[config.mk]
export PLATFORM = sky130hd
export DESIGN_NAME = text_scanout_flat
export DESIGN_NICKNAME = d
export VERILOG_FILES = /design/src/rtl/text_scanout_if.sv /design/src/rtl/text_scanout.sv /design/src/flat_wrapper.sv
export SDC_FILE = /design/constraint.sdc
export NUM_CORES = 1
export LEC_CHECK = 0
export CAP_MARGIN = 20
export CORE_MARGIN = 10
export CORE_UTILIZATION = 52
export CTS_BUF_LIST = sky130_fd_sc_hd__clkbuf_4 sky130_fd_sc_hd__clkbuf_8
export CTS_CLUSTER_DIAMETER = 50
export DETAILED_ROUTE_END_ITERATION = 16
export GPL_TIMING_DRIVEN = 0
export PLACE_DENSITY = 0.82
export SETUP_SLACK_MARGIN = 0.02
export SLEW_MARGIN = 25
export SYNTH_ARGS = -nofsm -noshare
export SYNTH_HDL_FRONTEND = slang
export SYNTH_SLANG_ARGS = --single-unit
[constraint.sdc]
create_clock -name i_clk -period 2.7 [get_ports i_clk]
set_clock_uncertainty 0.1 [all_clocks]
set_input_delay 0.27 -clock i_clk [delete_from_list [all_inputs] [get_ports i_clk]]
set_output_delay 0.27 -clock i_clk [all_outputs]
set_load 0.005 [all_outputs]
[src/rtl/text_scanout_if.sv]
// Glyph read channel between text_scanout (master) and the character overlay (slave).
// o_rd_en is a one-cycle request with no backpressure; the overlay must answer every
// request with exactly one i_rd_dv pulse (glyph bit on i_data) RD_LATENCY cycles later.
interface text_scanout_if #(
   parameter int XW = 11,
   parameter int YW = 10
);
   logic          o_rd_en;
   logic [XW-1:0] o_x;
   logic [YW-1:0] o_y;
   logic          i_rd_dv;
   logic          i_data;

   modport master (output o_rd_en, output o_x, output o_y, input i_rd_dv, input i_data);
   modport slave  (input o_rd_en, input o_x, input o_y, output i_rd_dv, output i_data);
endinterface

[src/rtl/text_scanout.sv]
// Text window compositor: requests glyph bits for pixels inside the window and overlays them on delayed video.
// Optional macro TEXT_SCANOUT_STATUS_EN enables sticky {overflow, underflow} reporting on o_status.
module text_scanout #(
   parameter int          HORIZONTAL_WIDTH = 1650,
   parameter int          VERTICAL_WIDTH   = 750,
   parameter int          WIN_W            = 128,
   parameter int          WIN_H            = 304,
   parameter int          RD_LATENCY       = 2,
   parameter logic [23:0] FG_COLOR         = 24'hFFFFFF,
   localparam int         XW               = $clog2(HORIZONTAL_WIDTH),
   localparam int         YW               = $clog2(VERTICAL_WIDTH)
) (
   input  logic           i_clk,
   input  logic           i_rst_n,
   input  logic [XW-1:0]  i_sx,
   input  logic [YW-1:0]  i_sy,
   input  logic           i_de,
   input  logic           i_hsync,
   input  logic           i_vsync,
   input  logic [23:0]    i_rgb,
   input  logic [XW-1:0]  i_win_x,
   input  logic [YW-1:0]  i_win_y,
   input  logic           i_wr_completed,
   text_scanout_if.master rd_if,
   output logic [23:0]    o_rgb,
   output logic           o_de,
   output logic           o_hsync,
   output logic           o_vsync,
   output logic [1:0]     o_status,
   output logic [1:0]     o_state
);
   localparam int PIPE = RD_LATENCY + 2;

   typedef enum logic [1:0] {
      IDLE       = 2'd0,
      WAIT_FRAME = 2'd1,
      ACTIVE     = 2'd2
   } state_t;

   typedef struct packed {
      logic        tag;
      logic        de;
      logic        hs;
      logic        vs;
      logic [23:0] rgb;
   } pix_t;

   state_t        r_state;
   state_t        w_state_nxt;
   logic          w_flush;
   logic          w_frame_start;
   logic [XW-1:0] w_org_x;
   logic [YW-1:0] w_org_y;
   logic [XW:0]   w_x_end;
   logic [YW:0]   w_y_end;
   logic          w_in_win;
   logic          w_req;
   logic          r_rd_en;
   logic [XW-1:0] r_x;
   logic [YW-1:0] r_y;
   pix_t          r_dly [PIPE];
   pix_t          w_pix_in;
   pix_t          w_pix_out;
   logic [7:0]    r_fifo;
   logic [2:0]    r_wr_ptr;
   logic [2:0]    r_rd_ptr;
   logic [3:0]    r_count;
   logic          w_empty;
   logic          w_full;
   logic          w_pop_ok;
   logic          w_push_ok;
   logic          w_glyph;

   assign w_frame_start = (i_sx == '0) && (i_sy == '0);

   // At frame start the new origin is used directly so pixel (0,0) sees the same origin as the rest of the frame.
   assign w_org_x  = w_frame_start ? i_win_x : r_x;
   assign w_org_y  = w_frame_start ? i_win_y : r_y;
   assign w_x_end  = {1'b0, w_org_x} + (XW+1)'(WIN_W);
   assign w_y_end  = {1'b0, w_org_y} + (YW+1)'(WIN_H);
   assign w_in_win = (i_sx >= w_org_x) && ({1'b0, i_sx} < w_x_end) &&
                     (i_sy >= w_org_y) && ({1'b0, i_sy} < w_y_end);

   always_ff @(posedge i_clk or negedge i_rst_n) begin
      if (!i_rst_n) begin
         r_state <= IDLE;
      end else begin
         r_state <= w_state_nxt;
      end
   end

   always_comb begin
      w_state_nxt = r_state;
      w_flush     = 1'b0;
      if (!i_wr_completed) begin
         w_state_nxt = IDLE;
      end else begin
         case (r_state)
            IDLE:       w_state_nxt = WAIT_FRAME;
            WAIT_FRAME: if (w_frame_start) w_state_nxt = ACTIVE;
            ACTIVE:     w_state_nxt = ACTIVE;
            default:    w_state_nxt = IDLE;
         endcase
      end
      w_flush = (r_state != WAIT_FRAME) && (w_state_nxt == WAIT_FRAME);
   end

   // Gating on the next state drops requests the same cycle i_wr_completed falls.
   assign w_req    = (w_state_nxt == ACTIVE) && i_de && w_in_win;
   assign w_pix_in = '{tag: w_req, de: i_de, hs: i_hsync, vs: i_vsync, rgb: i_rgb};

   always_ff @(posedge i_clk or negedge i_rst_n) begin
      if (!i_rst_n) begin
         r_rd_en <= 1'b0;
         r_x     <= '0;
         r_y     <= '0;
         for (int i = 0; i < PIPE; i++) r_dly[i] <= '0;
      end else begin
         r_rd_en  <= w_req;
         if (w_frame_start) begin
            r_x <= i_win_x;
            r_y <= i_win_y;
         end
         r_dly[0] <= w_pix_in;
         for (int i = 1; i < PIPE; i++) r_dly[i] <= r_dly[i-1];
      end
   end

   assign w_pix_out = r_dly[PIPE-1];

   // Responses land one cycle before their pixel leaves the delay line, so the FIFO head is ready at pop time.
   assign w_empty   = (r_count == 4'd0);
   assign w_full    = (r_count == 4'd8);
   assign w_pop_ok  = w_pix_out.tag && !w_empty;
   assign w_push_ok = rd_if.i_rd_dv && (!w_full || w_pop_ok);
   assign w_glyph   = w_pop_ok && r_fifo[r_rd_ptr];

   always_ff @(posedge i_clk or negedge i_rst_n) begin
      if (!i_rst_n) begin
         r_fifo   <= '0;
         r_wr_ptr <= '0;
         r_rd_ptr <= '0;
         r_count  <= '0;
      end else if (w_flush) begin
         r_wr_ptr <= '0;
         r_rd_ptr <= '0;
         r_count  <= '0;
      end else begin
         if (w_push_ok) begin
            r_fifo[r_wr_ptr] <= rd_if.i_data;
            r_wr_ptr         <= r_wr_ptr + 3'd1;
         end
         if (w_pop_ok) r_rd_ptr <= r_rd_ptr + 3'd1;
         r_count <= r_count + {3'b000, w_push_ok} - {3'b000, w_pop_ok};
      end
   end

   always_comb begin
      o_rgb = '0;
      if (w_pix_out.de) o_rgb = w_glyph ? FG_COLOR : w_pix_out.rgb;
   end

   assign o_de          = w_pix_out.de;
   assign o_hsync       = w_pix_out.hs;
   assign o_vsync       = w_pix_out.vs;
   assign o_state       = r_state;
   assign rd_if.o_rd_en = r_rd_en;
   assign rd_if.o_x     = r_x;
   assign rd_if.o_y     = r_y;

`ifdef TEXT_SCANOUT_STATUS_EN
   logic [1:0] r_status;
   logic       w_unf;
   logic       w_ovf;
   logic       w_stat_clr;

   assign w_unf      = w_pix_out.tag && w_empty;
   assign w_ovf      = rd_if.i_rd_dv && w_full && !w_pop_ok;
   assign w_stat_clr = (r_state == WAIT_FRAME) && w_frame_start;

   always_ff @(posedge i_clk or negedge i_rst_n) begin
      if (!i_rst_n) begin
         r_status <= 2'b00;
      end else if (w_stat_clr) begin
         r_status <= 2'b00;
      end else begin
         r_status <= r_status | {w_ovf, w_unf};
      end
   end

   assign o_status = r_status;
`else
   assign o_status = 2'b00;
`endif
endmodule

[src/flat_wrapper.sv]
// flat-port wrapper written by rule: the top's interface ports become plain ports
module text_scanout_flat 
#(
   parameter int          HORIZONTAL_WIDTH = 1650,
   parameter int          VERTICAL_WIDTH   = 750,
   parameter int          WIN_W            = 128,
   parameter int          WIN_H            = 304,
   parameter int          RD_LATENCY       = 2,
   parameter logic [23:0] FG_COLOR         = 24'hFFFFFF,
   localparam int         XW               = $clog2(HORIZONTAL_WIDTH),
   localparam int         YW               = $clog2(VERTICAL_WIDTH)
)
  (i_clk, i_rst_n, i_sx, i_sy, i_de, i_hsync, i_vsync, i_rgb, i_win_x, i_win_y, i_wr_completed, o_rgb, o_de, o_hsync, o_vsync, o_status, o_state, rd_if_o_rd_en, rd_if_o_x, rd_if_o_y, rd_if_i_rd_dv, rd_if_i_data);
  text_scanout_if #(.XW((11)), .YW((10))) rd_if_i ();
  input  logic i_clk;
  input  logic i_rst_n;
  input  logic [XW-1:0] i_sx;
  input  logic [YW-1:0] i_sy;
  input  logic i_de;
  input  logic i_hsync;
  input  logic i_vsync;
  input  logic [23:0] i_rgb;
  input  logic [XW-1:0] i_win_x;
  input  logic [YW-1:0] i_win_y;
  input  logic i_wr_completed;
  output logic [23:0] o_rgb;
  output logic o_de;
  output logic o_hsync;
  output logic o_vsync;
  output logic [1:0] o_status;
  output logic [1:0] o_state;
  output wire logic [$bits(rd_if_i.o_rd_en)-1:0] rd_if_o_rd_en;
  output wire logic [$bits(rd_if_i.o_x)-1:0] rd_if_o_x;
  output wire logic [$bits(rd_if_i.o_y)-1:0] rd_if_o_y;
  input wire logic [$bits(rd_if_i.i_rd_dv)-1:0] rd_if_i_rd_dv;
  input wire logic [$bits(rd_if_i.i_data)-1:0] rd_if_i_data;
  assign rd_if_o_rd_en = rd_if_i.o_rd_en;
  assign rd_if_o_x = rd_if_i.o_x;
  assign rd_if_o_y = rd_if_i.o_y;
  assign rd_if_i.i_rd_dv = rd_if_i_rd_dv;
  assign rd_if_i.i_data = rd_if_i_data;
  text_scanout #(.HORIZONTAL_WIDTH(HORIZONTAL_WIDTH), .VERTICAL_WIDTH(VERTICAL_WIDTH), .WIN_W(WIN_W), .WIN_H(WIN_H), .RD_LATENCY(RD_LATENCY), .FG_COLOR(FG_COLOR)) u_core (.i_clk(i_clk), .i_rst_n(i_rst_n), .i_sx(i_sx), .i_sy(i_sy), .i_de(i_de), .i_hsync(i_hsync), .i_vsync(i_vsync), .i_rgb(i_rgb), .i_win_x(i_win_x), .i_win_y(i_win_y), .i_wr_completed(i_wr_completed), .rd_if(rd_if_i), .o_rgb(o_rgb), .o_de(o_de), .o_hsync(o_hsync), .o_vsync(o_vsync), .o_status(o_status), .o_state(o_state));
endmodule
Word-level counts from Yosys, hierarchy flattened:

Cells that the tools add are included.

* bits in registers: 153
* logic and storage cells: 85
* output and inout bits: 53

* muxes and demuxes: 17
* equality and inequality tests: 6
* bitwise gates (word level): 1
* $add $sub $neg: 6
* reduce and logical (&&, ||, !) cells: 21
* magnitude comparators: 7

Operators by type and width (number)
* 2-to-1 mux 24 bit: 2
* adder 11 x 8 -> 12 bit, second input constant: 1
* < comparator 11 x 12 -> 1 bit: 1
* 2-to-1 mux 3 bit: 4
* adder 10 x 9 -> 11 bit, second input constant: 1
* >= comparator 11 bit: 1
* logical AND 1 bit: 11
* logical NOT 11 bit: 1
* < comparator 10 x 11 -> 1 bit: 1
* 2-to-1 mux 11 bit: 1
* >= comparator 10 bit: 1
* logical NOT 10 bit: 1
* 2-to-1 mux 10 bit: 1
* bitwise mux 8 bit: 1
* < comparator 3 x 4 -> 1 bit, second input constant: 2
* adder 3 x 1 -> 3 bit, second input constant: 2
* case mux 2 bit (3 select lines): 1
* adder 4 x 1 -> 4 bit: 1
* == test 2 x 1 -> 1 bit, second input constant: 2
* == test 2 bit, second input constant: 2
* == test 4 bit, second input constant: 1
* logical NOT 4 bit: 1
* 2-to-1 mux 2 bit: 2
* 2-to-1 mux 4 bit: 1
* 12 further kinds: 15

Longest topological paths before layout:

Gate-level depths: netlist of run 1.

* depth in word-level cells: 9
* depth in mapped cells: 13

Worst setup path before layout of run 1:

Ideal clock, no wire load.

* kind: input to register
* start: input port i_sx[5]
* end: register u_core.r_rd_en, in the netlist u_core.rd_if.o_rd_en
* path buffers: 1
* stages on the path: 11
* slack: -0.807 ns
* required time: 2.505 ns
* library setup time: 0.095 ns
* data arrival time: 3.312 ns
* cell sequence: or4_4 nor4_4 buf_4 mux2i_1 xnor2_1 ha_1 or4_1 o2111ai_1 o21ai_0 a221o_1 nor4b_2

* longest elaborated chain between the ends: 9
* elaborated cells on any way between the ends: 19

Ends and longest elaborated chain
* start, declared: line flat_wrapper.sv:17 `input logic [XW-1:0] i_sx;`
* logical NOT 11 bit: line text_scanout.sv:74 `assign w_frame_start = (i_sx == '0) && (i_sy == '0);`
* logical AND 1 bit: line text_scanout.sv:74
* 2-to-1 mux 11 bit: line text_scanout.sv:77 `assign w_org_x = w_frame_start ? i_win_x : r_x;`
* adder 11 x 8 -> 12 bit: line text_scanout.sv:79 `assign w_x_end = {1'b0, w_org_x} + (XW+1)'(WIN_W);`
* < comparator 11 x 12 -> 1 bit: line text_scanout.sv:81 `assign w_in_win = (i_sx >= w_org_x) && ({1'b0, i_sx} < w_x_end) &&`
* logical AND 1 bit (2 in a row): line text_scanout.sv:81
* logical AND 1 bit: line text_scanout.sv:82 `(i_sy >= w_org_y) && ({1'b0, i_sy} < w_y_end);`
* logical AND 1 bit *: line text_scanout.sv:109 `assign w_req = (w_state_nxt == ACTIVE) && i_de && w_in_win;`
* via u_core.w_req: line text_scanout.sv:57 `logic w_req;`
* end signal, assigned: line text_scanout.sv:119 `r_rd_en <= w_req;`
* end, declared: line text_scanout.sv:58 `logic r_rd_en;`

Mark *: on every way through the listed nets, which the timed path passes. The rest lies on a longest branch.
A chain may end at the register's enable or synchronous reset.

Worst setup path in the final report of run 1:

Same ends and word-level chain as after synthesis.

==> impl_results.md, run 1 <==
* Routability Congestion at 0.812
* Worst setup margin at -544 ps
* Hold Slack at 161 ps
* Diodes inserted at 0
* Post-synthesis cell count at 422
* Final period util at 1.20
* Seq/Total Area, Yosys at 0.649
* CP Capture Type: flop
* Internal power at 0.00364 W
* Failing checks: negative setup slack
* Net Sw Frac at 0.270
* Outcome: finished with violations
* Post-DRT Antenna Nets at 0
* Largest fanout on the critical path at 8
* Die height at 127 um
* Area of the multi-input gates at 2130 um^2
* Die Area at 16000 um^2
* Area after DPL at 7380 um^2
* CTS tree: built
* H-tree depth at 4
* Final Util at 0.740
* Synth area leader: dfrtp_1
* Net Switching at 0.00134 W
* Avg Synthesized Cell Area at 14.0 um^2
* First-pass GRT wire length at 21.8 mm
* Worst relative slew slack at 0.567
* Fill count at 669
* Synth Warn # at 0
* Avg WL per Cell at 18.1 um
* I/O Buffers at 124
* Maximum clock path buffer count at 2
* Endpoints failing hold at 0
* Layout Nets at 706
* Drt first pass iters at 4
* Final instance area at 8130 um^2
* Crit path kind: in2reg
* Final min period at 3240 ps
* Root Buffer: clkbuf_8
* Die width at 127 um
* Critical Path AT at 3480 ps
* Initial antenna violation count at 0
* Async SR Flop Fraction at 1.00
* Number of max-cap violations at 0
* Ranking of synthesized cells by area: dfrtp_1 (65%), ha_1 (8.3%), mux2i_1 (3.6%)
* Worst Hold Class: in2reg
* Layout cells sized above 1 at 0.250
* Layout Area Growth over Synthesis at 37.7%
* Netlist Area Pre-Place at 5900 um^2
* Vias per Instance at 5.07
* Core box area at 11000 um^2
* Storage cell area at 3830 um^2
* Vias in the first global route at 4223
* LEAKAGE at 3.72 nW
* Vias at 3778
* Synth unique cells at 43
* Clock network fraction of total power at 0.341
* Initial Utilization at 0.537
* Worst-Skew Late Latency at 440 ps
* Post-DP HPWL at 9.80 mm
* Unrepaired setup endpoints after global routing: yes
* Top FF cell, synth: dfrtp_1
* Gr usage total at 0.173
* Startpoint Class: primary input
* Routed WL at 13.5 mm
* Residual DRC at 0
* Top-area cell type share of the netlist area at 0.649
* Setup tns final at -544 ps
* CTS Sinks at 153
* P per Cell Area at 613 nW/um^2
* Ports at 127
* GRT Residual Overflow at 0
* Fmax at 308 MHz
* Clk pin slew, worst setup/hold paths at 90 ps
* #FFs+latches synth at 153
* Rows at 38
* Largest net degree at the start of global routing at 86
* Part of the power in registers at 0.513
* Worst slack, placed at -1680 ps
* Initial DRC Count at 235
* Pins Over Slew Limit at 0
* Worst slew pin tran at 646 ps
* TritonCTS Buffers at 17
* Req. time, crit path at 2940 ps
* Worst VDD drop at 0.430 mV
* Post-synth EDFFs at 0
* Flop-to-flop setup slack at 90 ps
* Combinational power share at 0.146
* Final setup violation count at 1
## sequential cells by signal, summed over array words and instances, names as in the netlist
register              count
u_core.r_dly            108
u_core.rd_if.o_x         11
u_core.rd_if.o_y         10
u_core.r_fifo             8
u_core.r_count            4
u_core.r_rd_ptr           3
u_core.r_wr_ptr           3
u_core.o_state            2
u_core.o_de               1
u_core.o_hsync            1
u_core.o_vsync            1
u_core.rd_if.o_rd_en      1
## routing by layer
metal	GRT usage	up-vias	part of all wire
met3	0.0654	20	0.054
met2	0.300	93	0.54
met5	0	-	0
met4	0.0690	0	0.017
met1	0.186	1876	0.39
li1	-	1789	-
## final cells by class
class / count / area share
clock buffers: 18 / 0.0305
inverters: 31 / 0.0143
clock inverters: 14 / 0.0192
multi-input cells: 226 / 0.262
well taps: 140 / 0.0215
repair buffers: 151 / 0.165
flip-flops and latches: 153 / 0.471
plain buffers: 12 / 0.0162
## placed cells by master, fill, tap and decap left out, types with 4 or more instances in the layout
master,synthesis,routed
buf_2,1,17
nor3_1,6,5
xnor2_1,8,7
nor2b_1,6,4
dfrtp_1,153,152
nand2_1,10,10
a21o_1,6,6
clkbuf_1,8,5
buf_8,0,4
inv_1,31,29
mux2_2,13,11
clkbuf_2,0,15
clkbuf_8,0,18
a21oi_1,11,11
o21a_1,28,28
buf_6,0,7
mux2i_1,21,13
nor4_4,1,4
ha_1,39,36
nor2_1,18,18
inv_8,0,4
buf_4,4,26
nand4_1,4,4
clkinvlp_4,0,4
nand2b_1,4,4
nand3b_1,4,4
xor2_1,6,6
clkdlybuf4s50_1,0,80
mux2i_4,0,6
## worst paths after layout
check	start	to	cells after the start
max	i_sx[5]	u_core.rd_if.o_rd_en	14
min	i_rgb[12]	u_core.r_dly[96]	1
max reg2reg	u_core.rd_if.o_y[4]	u_core.rd_if.o_rd_en	8
min reg2reg	u_core.r_dly[80]	u_core.r_dly[52]	0
max in group asynchronous	i_rst_n	u_core.r_dly[106]	3
min in group asynchronous	i_rst_n	u_core.rd_if.o_y[2]	2
## Yosys cell counts, drive strengths merged (5+ instances only)
library cell	number
ha	39
nand2	10
buf	5
nor4	5
mux2i	21
o21a	28
a21o	6
xor2	6
dfrtp	153
nor3	6
nor2	18
nor2b	6
inv	31
a21oi	11
xnor2	8
clkbuf	8
mux2	13
## cell families (layout without fill, tap and decap cells)
kind of cell | after synthesis | in the layout | synth area share
flops | 153 | 153 | 0.649
simple gates | 68 | 68 | 0.0657
compound gates | 66 | 66 | 0.0795
buf+inv | 44 | 226 | 0.0307
fa+ha+maj | 40 | 40 | 0.0861
mux | 36 | 36 | 0.0680
xor+xnor | 14 | 14 | 0.0208
other cells | 1 | 2 | 0.000635
## stage by stage
stage	total power [W]	instances
after global routing	0.00523	745
after CTS	0.00502	741
after detailed placement	0.00331	688
after floorplan	0.00298	423
after global placement	0.00326	687
final	0.00499	745
## repair_timing
action / 4_1_cts / 5_1_grt
hold buffers: 1 / 0
buffers inserted: 19 / 5
pin swaps: 18 / 15
gates cloned: 1 / 0
endpoints found under the setup margin: 25 / 29
gates resized for setup: 183 / 39
hold endpoints to repair: 68 / 0
## power groups by stage
| stage | sequential [W] | clock (W) | combinational (W) |
|---|---|---|---|
| global placement | 0.00259 | 0 | 0.000668 |
| global route | 0.00257 | 0.00184 | 0.000819 |
| floorplan | 0.00257 | 0 | 0.000411 |
| finish | 0.00256 | 0.00170 | 0.000726 |
| CTS | 0.00256 | 0.00174 | 0.000726 |
| detailed placement | 0.00260 | 0 | 0.000711 |
## worst max-delay path, stage by stage
cell and delay (ps):
buf_6 90, or4_4 530, nor4_4 320, buf_4 200
buf_12 130, buf_12 130, mux2i_4 260, ha_4 230
nor2b_4 120, o211ai_1 320, a2111oi_2 140, a211o_1 250
o211a_1 230, nor4b_2 240
Power figures use the tool's default switching activity.
==> run 2, diff against run 1 <==
==> constraint.sdc (replaced) <==
create_clock -name i_clk -period 2.7 [get_ports i_clk]
set_clock_uncertainty 0.1 [all_clocks]
set_input_delay 0.675 -clock i_clk [delete_from_list [all_inputs] [get_ports i_clk]]
set_output_delay 0.675 -clock i_clk [all_outputs]
set_load 0.005 [all_outputs]
==> run 2 against run 1 <==
Effect of this change: setup slack lost 390 ps; critical endpoint unchanged; non-clock buffer count grew 4; largest power group unchanged; final cell count up 0.54%; the flow still finishes with violations (negative setup slack).
==> impl_results.md, run 2 (same netlist as run 1, synthesis figures left out) <==
* Outcome: finished with violations
* Failing checks: negative setup slack
* Total power at 0.00498 W
* Biggest register: u_core.r_dly
* Initial Utilization at 0.537
* Post-DRT Antenna Nets at 0
* CTS Sinks at 153
* Commonest non-fill, non-tap cell in the layout: dfrtp_1
* Final period util at 1.34
* Ports at 127
* Rows at 38
* Die width at 127 um
* CTS tree: built
* R2R Path Start: u_core.rd_if.o_y[4]
* Fmax at 276 MHz
* Largest fanout on the critical path at 8
* Storage cell area at 3830 um^2
* Worst slew pin tran at 646 ps
* Initial antenna violation count at 0
* Combinational power share at 0.145
* Worst-Skew Late Latency at 440 ps
* R2r worst-path depth at 8
* Flop-to-flop setup slack at 90 ps
* CP Capture Type: flop
* Final min period at 3630 ps
* Routability Congestion at 0.812
* Finished Layout Cells at 749
* Clock network fraction of total power at 0.342
* Worst setup margin at -929 ps
* Clk pin slew, worst setup/hold paths at 90 ps
* Drt first pass iters at 4
* Layout cells sized above 1 at 0.258
* Vias per Instance at 5.09
* Worst slack, placed at -2080 ps
* Maximum clock path buffer count at 2
* Diodes inserted at 0
* Worst relative slew slack at 0.568
* P per Cell Area at 610 nW/um^2
* # hold bufs at CTS at 0
* Endpoints failing hold at 0
* I/O Buffers at 124
* Number of max-cap violations at 0
* Vias at 3816
* Pins Over Slew Limit at 0
* LEAKAGE at 3.76 nW
* Vias in the first global route at 4238
* Gr usage total at 0.174
* Placed instance count at 688
* H-tree depth at 4
* Max reg flops at 108
* Part of the power in registers at 0.513
* Internal power at 0.00364 W
* Die Area at 16000 um^2
* Avg WL per Cell at 18.1 um
* Layout Nets at 710
* Area of the multi-input gates at 2130 um^2
* TritonCTS Buffers at 17
* Core box area at 11000 um^2
* Worst Hold Class: in2async
* Fill count at 662
* Setup tns final at -7180 ps
* Startpoint Class: primary input
* Crit path kind: in2reg
* Worst VDD drop at 0.429 mV
* Critical Path AT at 3870 ps
* Most frequent cells in the layout: dfrtp_1 (152), clkdlybuf4s50_1 (80), ha_1 (36)
* Root Buffer: clkbuf_8
* Net Switching at 0.00135 W
* First-pass GRT wire length at 22.0 mm
* Die height at 127 um
* GRT Residual Overflow at 0
* Unrepaired setup endpoints after global routing: yes
* Net Sw Frac at 0.270
* Residual DRC at 0
* Largest net degree at the start of global routing at 86
* Req. time, crit path at 2940 ps
* Reg-to-Reg End: u_core.rd_if.o_rd_en
* Post-DP HPWL at 9.80 mm
* Routed WL at 13.6 mm
* Initial DRC Count at 222
* Layout Area Growth over Synthesis at 38.5%
* Final setup violation count at 25
## run 2: metal layers
layer / track usage / vias to the layer above / share of wire
li1: - / 1805 / -
met1: 0.188 / 1889 / 0.39
met2: 0.302 / 99 / 0.54
met3: 0.0641 / 23 / 0.056
met4: 0.0717 / 0 / 0.020
met5: 0 / - / 0
## run 2: how the worst max path moves through the flow
stage	startpoint	to	depth (start not counted)
floorplan	i_sx[5]	u_core.rd_if.o_rd_en	11
global placement	i_rst_n	u_core.r_dly[0]	1
detailed placement	i_sx[7]	u_core.rd_if.o_rd_en	13
CTS	i_sy[8]	u_core.rd_if.o_rd_en	14
global route	i_sx[5]	u_core.rd_if.o_rd_en	14
finish	i_sx[5]	u_core.rd_if.o_rd_en	14
## run 2: final cells by class
cell class	count	share of cell area
Sequential cell	153	0.468
Clock inverter	14	0.0191
Multi-Input combinational cell	226	0.261
Clock buffer	18	0.0303
Tap cell	140	0.0214
Inverter	31	0.0142
Timing Repair Buffer	155	0.170
Buffer	12	0.0161
## run 2: stage by stage
step,utilization,area [um^2],hold WS (ps)
finish,0.745,8180,56.2
global route,0.745,8180,72.9
CTS,0.733,8060,63.1
detailed placement,0.672,7380,235
global placement,0.669,7340,231
floorplan,-,5930,231
## run 2: power groups by stage
stage | clock network (W) | registers, W | logic (W)
final | 0.00170 | 0.00256 | 0.000724
after global routing | 0.00184 | 0.00257 | 0.000817
after CTS | 0.00174 | 0.00256 | 0.000719
after detailed placement | 0 | 0.00260 | 0.000711
after global placement | 0 | 0.00259 | 0.000668
after floorplan | 0 | 0.00257 | 0.000411
## run 2: critical path: stages
cell and delay (ps):
buf_6 90, or4_4 530, nor4_4 320, buf_4 200, buf_12 130, buf_12 130, mux2i_4 260, ha_4 230
nor2b_4 120, o211ai_1 310, a2111oi_2 140, a211o_1 250, o211a_1 230, nor4b_2 240
## run 2: what timing repair did
| action | 4_1_cts | 5_1_grt |
|---|---|---|
| buffers inserted | 23 | 6 |
| gates cloned | 2 | 0 |
| gates resized for setup | 218 | 27 |
| pin swaps | 17 | 15 |
| setup endpoints to repair | 43 | 29 |
